===== config.mk =====
export PLATFORM = sky130hd
export DESIGN_NAME = chroma_subcarrier_mod
export DESIGN_NICKNAME = d
export VERILOG_FILES = /design/src/rtl/chroma_pkg.sv /design/src/rtl/colorclk_tick.sv /design/src/rtl/chroma_subcarrier_mod.sv
export SDC_FILE = /design/constraint.sdc
export NUM_CORES = 1
export LEC_CHECK = 0
export CAP_MARGIN = 25
export CORE_ASPECT_RATIO = 1.4
export CORE_UTILIZATION = 34
export CTS_BUF_LIST = sky130_fd_sc_hd__clkbuf_2 sky130_fd_sc_hd__clkbuf_4 sky130_fd_sc_hd__clkbuf_8
export DETAILED_ROUTE_END_ITERATION = 10
export GPL_TIMING_DRIVEN = 0
export PLACE_DENSITY_LB_ADDON = 0.3
export SYNTH_ARGS = -nofsm -noshare
export SYNTH_HDL_FRONTEND = slang
export SYNTH_SLANG_ARGS = --single-unit

===== constraint.sdc =====
create_clock -name clk -period 6.2 [get_ports clk]
set_input_delay 0.93 -clock clk [delete_from_list [all_inputs] [get_ports clk]]
set_output_delay 0.93 -clock clk [all_outputs]
set_load 0.03 [all_outputs]

===== src/rtl/chroma_pkg.sv =====
// Shared types and constants for the chroma subcarrier modulator.
package chroma_pkg;

  typedef enum logic [1:0] {
    IDLE  = 2'd0,
    SYNC  = 2'd1,
    DELAY = 2'd2,
    BURST = 2'd3
  } state_t;

  localparam int DEF_BURST_DELAY = 5;
  localparam int DEF_BURST_LEN   = 10;
  localparam int DEF_BURST_AMP   = 40;

  // Subcarrier cycle counter width; covers the 1..15 delay/length range
  localparam int CNT_W = 4;

  localparam logic MODE_PAL  = 1'b0;
  localparam logic MODE_NTSC = 1'b1;

endpackage


===== src/rtl/colorclk_tick.sv =====
// Rising-edge detector on the 4x colour clock plus the 2-bit quarter-phase counter.
module colorclk_tick (
  input  logic       clk,
  input  logic       rst,
  input  logic       clkcolor4x,
  output logic       tick,
  output logic       wrap,
  output logic [1:0] phase
);

  logic clkcolor4x_d;
  logic armed;

  // armed stays low if the colour clock is already high as reset releases, so a level is never taken for an edge
  always_ff @(posedge clk) begin
    if (rst) begin
      clkcolor4x_d <= 1'b0;
      armed        <= ~clkcolor4x;
      phase        <= 2'd0;
    end else begin
      clkcolor4x_d <= clkcolor4x;
      if (!clkcolor4x) begin
        armed <= 1'b1;
      end
      if (tick) begin
        phase <= phase + 2'd1;
      end
    end
  end

  assign tick = clkcolor4x & ~clkcolor4x_d & armed;
  assign wrap = tick & (phase == 2'd3);

endmodule


===== src/rtl/chroma_subcarrier_mod.sv =====
// Quadrature chroma modulator: U/V onto a 4x-sampled subcarrier, with PAL V-switch
// and colour burst inserted a fixed number of subcarrier cycles after HSYNC.
module chroma_subcarrier_mod
  import chroma_pkg::*;
#(
  parameter int CW          = 8,
  parameter int BURST_DELAY = DEF_BURST_DELAY,
  parameter int BURST_LEN   = DEF_BURST_LEN,
  parameter int BURST_AMP   = DEF_BURST_AMP
) (
  input  logic                 clk,
  input  logic                 rst,
  input  logic                 mode,
  input  logic                 clkcolor4x,
  input  logic                 hsync,
  input  logic                 blank,
  input  logic signed [CW-1:0] u,
  input  logic signed [CW-1:0] v,
  output logic signed [CW:0]   chroma,
  output logic                 burst_en,
  output logic [1:0]           phase,
  output logic                 vswitch
);

  localparam logic signed [CW:0] AMP = (CW+1)'(BURST_AMP);

  logic             tick;
  logic             wrap;
  logic             hsync_d;
  logic             hs_rise;
  logic             hs_fall;
  logic             mode_l;
  state_t           state;
  state_t           state_next;
  state_t           out_state;
  logic [CNT_W-1:0] cyc_cnt;
  logic signed [CW:0] u_ext;
  logic signed [CW:0] v_ext;
  logic signed [CW:0] sv;
  logic signed [CW:0] chroma_next;
  logic             burst_next;

  colorclk_tick u_tick (
    .clk        (clk),
    .rst        (rst),
    .clkcolor4x (clkcolor4x),
    .tick       (tick),
    .wrap       (wrap),
    .phase      (phase)
  );

  assign hs_rise = hsync & ~hsync_d;
  assign hs_fall = ~hsync & hsync_d;

  // Standard is only switched at line start so a mid-line mode change cannot corrupt a burst
  always_ff @(posedge clk) begin
    if (rst) begin
      hsync_d <= 1'b0;
      mode_l  <= MODE_PAL;
      vswitch <= 1'b0;
    end else begin
      hsync_d <= hsync;
      if (hs_rise) begin
        mode_l  <= mode;
        vswitch <= (mode == MODE_PAL) ? ~vswitch : 1'b0;
      end
    end
  end

  always_ff @(posedge clk) begin
    if (rst) begin
      state <= IDLE;
    end else begin
      state <= state_next;
    end
  end

  always_comb begin
    state_next = state;
    case (state)
      IDLE:    state_next = IDLE;
      SYNC:    if (hs_fall) state_next = DELAY;
      DELAY:   if (wrap && cyc_cnt == CNT_W'(BURST_DELAY - 1)) state_next = BURST;
      BURST:   if (wrap && cyc_cnt == CNT_W'(BURST_LEN - 1)) state_next = IDLE;
      default: state_next = IDLE;
    endcase
    if (hs_rise) begin
      state_next = SYNC;
    end
  end

  // Counts subcarrier wraps within DELAY/BURST; restarts on every state change
  always_ff @(posedge clk) begin
    if (rst) begin
      cyc_cnt <= '0;
    end else if (hs_rise || state_next != state) begin
      cyc_cnt <= '0;
    end else if (wrap && (state == DELAY || state == BURST)) begin
      cyc_cnt <= cyc_cnt + 1'b1;
    end
  end

  assign u_ext = {u[CW-1], u};
  assign v_ext = {v[CW-1], v};
  assign sv    = vswitch ? -v_ext : v_ext;

  // A sync edge landing on a tick already counts as SYNC so that sample is blanked
  always_comb begin
    out_state   = hs_rise ? SYNC : state;
    chroma_next = '0;
    burst_next  = (out_state == BURST);
    case (out_state)
      IDLE: begin
        if (!blank) begin
          case (phase)
            2'd0:    chroma_next = u_ext;
            2'd1:    chroma_next = sv;
            2'd2:    chroma_next = -u_ext;
            default: chroma_next = -sv;
          endcase
        end
      end
      BURST: begin
        if (mode_l == MODE_NTSC) begin
          case (phase)
            2'd0:    chroma_next = -AMP;
            2'd2:    chroma_next = AMP;
            default: chroma_next = '0;
          endcase
        end else begin
          case (phase)
            2'd0:    chroma_next = -AMP;
            2'd1:    chroma_next = vswitch ? -AMP : AMP;
            2'd2:    chroma_next = AMP;
            default: chroma_next = vswitch ? AMP : -AMP;
          endcase
        end
      end
      default: chroma_next = '0;
    endcase
  end

  always_ff @(posedge clk) begin
    if (rst) begin
      chroma   <= '0;
      burst_en <= 1'b0;
    end else if (tick) begin
      chroma   <= chroma_next;
      burst_en <= burst_next;
    end
  end

endmodule


; ---- Word-level counts from Yosys, hierarchy flattened
; Index checks and enable logic that the tools add are counted.
[totals]
inputBits = 22
reg_bits = 23
mem_count = 0
output_inout_bits = 13
mem_bits_ro = 0
mem_bits_rw = 0
latch_bits = 0
[classes]
mux = 18
n_bitwise = 10
n_mul = 0
reduce_logical = 9
n_eq_ne = 11
shift = 0
n_lt_le_gt_ge = 0
add_sub_neg = 5
div = 0
[op_table]
columns = op, count
row1 = $pmux W9 S3, 2
row2 = $mux W9, 5
row3 = $pmux W9 S2, 2
row4 = $neg A8 Y9, 2
row5 = $eq A2 B2 Y1 const B, 5
row6 = $mux W2, 5
row7 = $neg A9 Y9, 1
row8 = $pmux W2 S4, 1
row9 = $logic_not A2 Y1, 3
row10 = $and A1 B1 Y1, 5
row11 = $not A1 Y1, 5
row12 = $add A4 B1 Y4 const B, 1
row13 = $eq A2 B1 Y1 const B, 2
row14 = $eq A4 B3 Y1 const B, 1
row15 = $eq A4 B4 Y1 const B, 1
row16 = $logic_and A1 B1 Y1, 3
row17 = $mux W1, 3
row18 = $add A2 B1 Y2 const B, 1
row19 = $logic_or A1 B1 Y1, 2
row20 = $ne A2 B2 Y1, 1
row21 = $ne A2 B2 Y1 const B, 1
row22 = $reduce_or A2 Y1, 1

; ---- Logic depth before layout (Yosys ltp)
; Gate-level depths: netlist of the first run.
[depth]
word_depth = 11
depth_mapped = 9
mapped_depth_nobuf = 9

; ---- Hierarchy
; A second synthesis of the first run with hierarchy kept.
[unflattened]
hier_cells = 237
hier_area_um2 = 1826.8
[modules_own_cells]
columns = mod, instances, cells_per_inst, area_each_um2, seq_area_each_um2
row1 = chroma_subcarrier_mod, 1, 220, 1632.8, 380.4
row2 = colorclk_tick, 1, 17, 193.9, 90.1

; ---- Worst setup path before layout of the first run
; Ideal clock, no wire load.
[synth_timing]
path_kind = input to register
start = in v[0]
end = reg chroma[7]
n_path_buf = 1
path_stages = 8
arrival_ns = 2.616
path_slack_ns = 3.448
path_cell_list = buf_2 > inv_1 > ha_1 > nor2b_1 > a31o_2 > or4_1 > nor4_1 > a211oi_1
[synth_via]
elab_chain_cells = 6
[synth_rtl]
columns = item, line
row1 = from (decl), chroma_subcarrier_mod.sv:18  ; input logic signed [CW-1:0] v,
row2 = $neg A8 Y9, chroma_subcarrier_mod.sv:105  ; assign sv = vswitch ? -v_ext : v_ext;
row3 = $mux W9 (*), chroma_subcarrier_mod.sv:105
row4 = $neg A9 Y9, chroma_subcarrier_mod.sv:119  ; default: chroma_next = -sv;
row5 = $pmux W9 S3 (*), chroma_subcarrier_mod.sv:115  ; case (phase)
row6 = $mux W9 (*), chroma_subcarrier_mod.sv:114  ; if (!blank) begin
row7 = $pmux W9 S2 (*), chroma_subcarrier_mod.sv:112  ; case (out_state)
row8 = to (signal assigned), chroma_subcarrier_mod.sv:148  ; chroma <= chroma_next;
row9 = to (decl), chroma_subcarrier_mod.sv:19  ; output logic signed [CW:0] chroma,
; Every way passes the cells marked *; elsewhere a longest branch is shown, timed or not.
; A chain may end at the register's enable or synchronous reset.

; ---- Final worst setup path of the first run
; Ends and elaborated chain as after synthesis.

==> metrics.txt, run 1 <==
outcome finished clean; routed len/inst roughly 15 um; Worst Path Max Fanout 10; mean post-synth cell area ~7.7 um2; CTS tree done; max cap viols 0; Initial Util 0.353; unrepaired setup endpoints after global routing false; crit path DAT between 3 and 4 ns; DIE AREA approximately 0.0064 mm2; H-tree Lvls 1; 1st-pass router iterations 4; yosys warns 0; DRC Markers 0; setup tns final 0 ns; met2 usage 0.327; Multi-input gate area 0.00144 mm2; Mapped Cells approximately 270; slew margin rel. 0.617; met1 Track Usage GR 0.220; CTS max path bufs 2; cell area power density between 100 and 150 mW/mm2; Clock transition at path regs 0.08 ns; Diodes inserted 0; Yosys cell types 60; Synth async-reset ratio 0; Clock Tree Root clkbuf_8; Setup Buffers After CTS 0; Primary FF master, synth dfxtp_1; grt peak-use layer met2; cts bufs inserted 3; Worst Tran Pin Value 0.572 ns; VDD IR-drop max 122 uV; hold crit path type flop to flop; number of enable flip-flop cells after synthesis 1; Final Max Slew Viols 0; Placer Congestion just over 0.9; CTS resizes 0; vias between 2000 and 2500; Power Total approximately 0.36 mW; final WL between 5000 and 6000 um; WP data required around 6.3 ns; pre-CTS WS 2.73 ns; number of DRC markers after the initial detailed-route iteration 91; worst-skew pair later-pin latency 0.26 ns; layout overhead on the synthesized area 22.1%; CP Buf/Inv Count 3; cell area after synthesis between 0.002 and 0.0025 mm2; Leak roughly 0.89 nW; largest net degree at the start of global routing 14; Setup WS post-layout 2.96 ns; PortBufs 32; max frequency about 310 MHz; boundary pin count 35; total congestion overflow 0; Mapped Nets between 300 and 400; Critical Path End Type flop; Row Count 33; Crit-path slowest cell or4_1; #FFs+latches synth 23; sequential fraction of the synthesis area 0.229; post-cts hold buffer count 0; vias per cell ~5.6; delay-heaviest family, CP simple AND/OR/NAND/NOR gates; first-pass GRT wire length between 9000 and 10000 um; hpwl dp between 4000 and 5000 um; Hold Violations, Final 0; Final ANT Viol Nets 0; ratio of final minimum period to clock period 0.522; fraction of layout cells with a size suffix above 1 0.0658; die width 67.7 um; initial antenna violation count 0; Largest stage delay, worst path between 0.5 and 0.6 ns; FILL cells 622; Critical Path Start Type primary input; Num Clock Sinks 23; nets@finish around 340; critical path class primary input to flop; worst hold slack approximately 0.47 ns; Register Area 470 um2; vias in the first global route between 2000 and 2500; Total Routing Usage GR 0.185; GR Util met3 0.0121; Die H around 94 um; Final min period around 3.2 ns; CP Cell Sequence clkdlybuf4s50_1 > buf_2 > inv_1 > ha_1 > nor2b_1 > a31o_2 > or4_1 > nor4_1 > a211oi_1; core area approximately 0.0058 mm2; final setup vio count 0; Final Skew 0.00256 ns
[power breakdown]
group,leakage [nW],switching (mW),internal (mW)
Combinational,0.675,0.0661,0.0493
Clock,0.0255,0.0454,0.0447
Sequential,0.188,0.00458,0.153
Total,0.889,0.116,0.247
[logic make-up after synthesis]
| logic type | Yosys count | share of synthesized area |
|---|---|---|
| muxes | 3 | 0.0152 |
| adders and majority gates | 14 | 0.0853 |
| DFF | 23 | 0.229 |
| xor gates and xnor gates | 13 | 0.0554 |
| AOI/OAI and AO/OA | 85 | 0.294 |
| and+or+nand+nor | 97 | 0.250 |
| buffers and inverters | 33 | 0.0713 |
[state kept, by name, summed over array words and instances, names as in the netlist]
signal,count
burst_en,1
chroma,9
cyc_cnt,4
hsync_d,1
mode_l,1
state,2
u_tick.armed,1
u_tick.clkcolor4x_d,1
u_tick.phase,2
vswitch,1
[cell usage after synthesis, types with 3 or more instances]
| master | n | area share |
|---|---|---|
| xor2_1 | 4 | 0.017 |
| clkbuf_1 | 8 | 0.015 |
| nor2_1 | 26 | 0.048 |
| nand2b_1 | 7 | 0.021 |
| o21ai_0 | 11 | 0.027 |
| dfxtp_1 | 22 | 0.21 |
| a31oi_1 | 3 | 0.0091 |
| nand3b_1 | 4 | 0.015 |
| o31ai_1 | 4 | 0.015 |
| o41ai_1 | 3 | 0.013 |
| nand2_1 | 19 | 0.035 |
| a21oi_1 | 22 | 0.054 |
| buf_2 | 6 | 0.015 |
| a211oi_1 | 6 | 0.022 |
| or4_1 | 3 | 0.011 |
| nand3_1 | 3 | 0.0073 |
| o31a_1 | 4 | 0.017 |
| nor4_1 | 5 | 0.015 |
| a22oi_1 | 3 | 0.011 |
| nor3_1 | 6 | 0.015 |
| inv_1 | 16 | 0.029 |
| nor2b_1 | 9 | 0.027 |
| a221oi_1 | 4 | 0.017 |
| xnor2_1 | 9 | 0.038 |
| ha_1 | 14 | 0.085 |
[cells in the final DEF (no fill, tap or decap), types with 3 or more instances in the layout]
cell             synthesis  layout
a211oi_1                 6       6
a21oi_1                 22      22
a221oi_1                 4       4
a22oi_1                  3       3
a31oi_1                  3       3
buf_2                    6       6
clkbuf_1                 8       8
clkbuf_8                 0       3
clkdlybuf4s50_1          0      32
dfxtp_1                 22      22
ha_1                    14      14
inv_1                   16      16
nand2_1                 19      19
nand2b_1                 7       7
nand3_1                  3       3
nand3b_1                 4       4
nor2_1                  26      26
nor2b_1                  9       9
nor3_1                   6       6
nor4_1                   5       5
o21ai_0                 11      11
o31a_1                   4       4
o31ai_1                  4       4
o41ai_1                  3       3
or4_1                    3       3
xnor2_1                  9       9
xor2_1                   4       4
[cell type report]
cell class                      count  share of cell area
Sequential cell                    23               0.188
Tap cell                           70              0.0349
Clock buffer                        3              0.0165
Buffer                             17              0.0344
Timing Repair Buffer               32               0.128
Inverter                           16              0.0239
Multi-Input combinational cell    212               0.573
Clock inverter                      1             0.00200
[metrics by stage]
step	util	instance area [um2]	cells
after floorplan	-	2050	268
after global placement	0.423	2460	370
after detailed placement	0.423	2460	370
after CTS	0.431	2510	374
after global routing	0.431	2510	374
final	0.431	2510	374
[tightest hold or removal path, cell delays in order, from the launching register on]
cell and delay (ns):
dfxtp_1 0.32, nand2_1 0.05, a21oi_1 0.05
[per-layer routing]
metal | vias up | routed length [um]
met2 | 52 | 2770
met4 | 0 | 210
li1 | 1060 | -
met1 | 974 | 2320
met3 | 16 | 195
met5 | - | 0
[worst paths after layout]
kind | start | end | slack [ns] | cells after the start
min reg2reg | chroma[2]$_SDFFE_PP0P_ | chroma[2]$_SDFFE_PP0P_ | 0.47 | 2
max reg2reg | hsync_d$_SDFF_PP0_ | chroma[7]$_SDFFE_PP0P_ | 3.81 | 7
max | v[0] | chroma[7]$_SDFFE_PP0P_ | 2.96 | 9
min | chroma[2]$_SDFFE_PP0P_ | chroma[2]$_SDFFE_PP0P_ | 0.47 | 2
(Power assumes the default switching activity.)
==> run 2: changes to the inputs <==
clock period = 3.4 ns   (was 6.2 ns; I/O delays follow)
==> results of run 2 <==
Same layout as run 1 (identical final DEF). Status: finished clean.
Main changes from that run: setup slack after placement 2.73 ns -> 0.350 ns; setup slack after layout 2.96 ns -> 0.583 ns; register-to-register setup slack 3.81 ns -> 1.01 ns; total power 0.363 mW -> 0.663 mW; worst IR drop on VDD 122 uV -> 223 uV
==> run 3: changes to the inputs <==
clock period = 2.8 ns   (was 3.4 ns; I/O delays follow)
==> run 3 against run 2 <==
Net effect: routed wire length rose by 0.31%; global-route usage did not move; critical path depth did not move; critical path type unchanged; setup slack got worse by 0.46 ns.
==> metrics.txt, run 3 (same netlist as run 1, synthesis figures left out) <==
Clock transition at path regs 0.08 ns; hold crit path type flop to flop; fraction of layout cells with a size suffix above 1 0.0757; Power Total just over 0.8 mW; largest registers chroma: 9 flops, cyc_cnt: 4 flops; Hold Crit Depth 2; vias in the first global route 2002; area post-placement between 0.002 and 0.0025 mm2; Final Max Slew Viols 0; most common cell after layout, fill and taps aside clkdlybuf4s50_1; final WL between 5000 and 6000 um; routed len/inst between 10 and 15 um; Final min period approximately 2.7 ns; Total Routing Usage GR 0.185; Top reg by flops chroma; critical path class primary input to flop; initial antenna violation count 0; nets@finish roughly 340; post-cts hold buffer count 0; Critical Path End Type flop; Worst Path Max Fanout 10; Die H roughly 94 um; H-tree Lvls 1; Row Count 33; total congestion overflow 0; 1st-pass router iterations 4; Placer Congestion about 0.91; die width between 60 and 70 um; max cap viols 0; Diodes inserted 0; worst hold slack roughly 0.47 ns; vias about 2100; Hold Violations, Final 0; first-pass GRT wire length a little over 9000 um; setup tns final 0 ns; DIE AREA ~0.0064 mm2; R2R depth 6; Final Skew roughly 0.0025 ns; boundary pin count 35; vias per cell around 5.6; hpwl dp around 4400 um; number of DRC markers after the initial detailed-route iteration about 100; Num Clock Sinks 23; PortBufs 32; outcome finished clean; Clock Tree Root clkbuf_8; VDD IR-drop max 271 uV; Worst Tran Pin Value around 0.57 ns; final setup vio count 0; slew margin rel. 0.616; Critical Path Start Type primary input; DRC Markers 0; cts bufs inserted 3; Initial Util 0.353; layout overhead on the synthesized area 22.7%; CTS tree done; Final Cell Area ~0.0025 mm2; Final ANT Viol Nets 0; largest net degree at the start of global routing 14; most frequent cells in the layout 32 x clkdlybuf4s50_1, 25 x nor2_1, 22 x a21oi_1, 22 x dfxtp_1, 19 x nand2_1; unrepaired setup endpoints after global routing false; max frequency ~370 MHz; worst-skew pair later-pin latency between 0.2 and 0.3 ns; core area slightly below 0.006 mm2; crit path DAT roughly 2.8 ns; Leak between 0.8 and 0.9 nW; cell area power density 320 mW/mm2; WP data required 2.93 ns; CTS max path bufs 2; max FFs per register 9; ratio of final minimum period to clock period 0.957
run 3: cell types whose count changed in the layout (fill, tap and decap cells not counted), sizes merged:
cell | before | now
buf | 9 | 8
clkbuf | 11 | 12
run 3: path summary, 6_finish.rpt:
| path | from | slack (ns) | endpoint |
|---|---|---|---|
| max | v[0] | 0.12 | chroma[7]$_SDFFE_PP0P_ |
| min | chroma[2]$_SDFFE_PP0P_ | 0.47 | chroma[2]$_SDFFE_PP0P_ |
| max reg2reg | hsync_d$_SDFF_PP0_ | 0.50 | chroma[4]$_SDFFE_PP0P_ |
| min reg2reg | chroma[2]$_SDFFE_PP0P_ | 0.47 | chroma[2]$_SDFFE_PP0P_ |
run 3: worst max-delay path, stage by stage:
cell             delay, ns
clkdlybuf4s50_1       0.47
clkbuf_4              0.21
inv_1                 0.08
ha_1                  0.28
nor2b_2               0.21
a31o_2                0.26
or4_1                 0.55
nor4_1                0.25
a211oi_1              0.08
run 3: power breakdown:
group	internal, mW	total, mW	switching [mW]
clock network	0.0991	0.200	0.101
registers	0.339	0.350	0.0102
logic	0.110	0.257	0.147
total	0.549	0.806	0.258
run 3: cell type report:
type / count / area (um2)
fill: 622 / 3300
multi-input combinational: 212 / 1450
sequential: 23 / 470
timing repair buffer: 32 / 320
buffer: 17 / 88.8
tap: 70 / 87.6
inverter: 16 / 60.1
clock buffer: 3 / 41.3
clock inverter: 1 / 5.00
run 3: per-layer routing:
metal  track usage  vias up  share of wire
li1              -     1060              -
met4        0.0816        0          0.038
met1         0.220      976           0.42
met3        0.0121       16          0.034
met5             0        -              0
met2         0.327       52           0.51
run 3: repair_timing:
action	in CTS	in global routing
endpoints found under the setup margin	0	2
endpoints found under the hold margin	0	0
resized for setup	0	4
buffers inserted	0	0
run 3: metrics by stage:
stage | std cells | setup slack, ns | utilization
floorplan | 268 | 0.558 | -
global placement | 370 | -0.158 | 0.423
detailed placement | 370 | -0.160 | 0.423
CTS | 374 | 0.107 | 0.431
global route | 374 | 0.0223 | 0.433
finish | 374 | 0.120 | 0.433
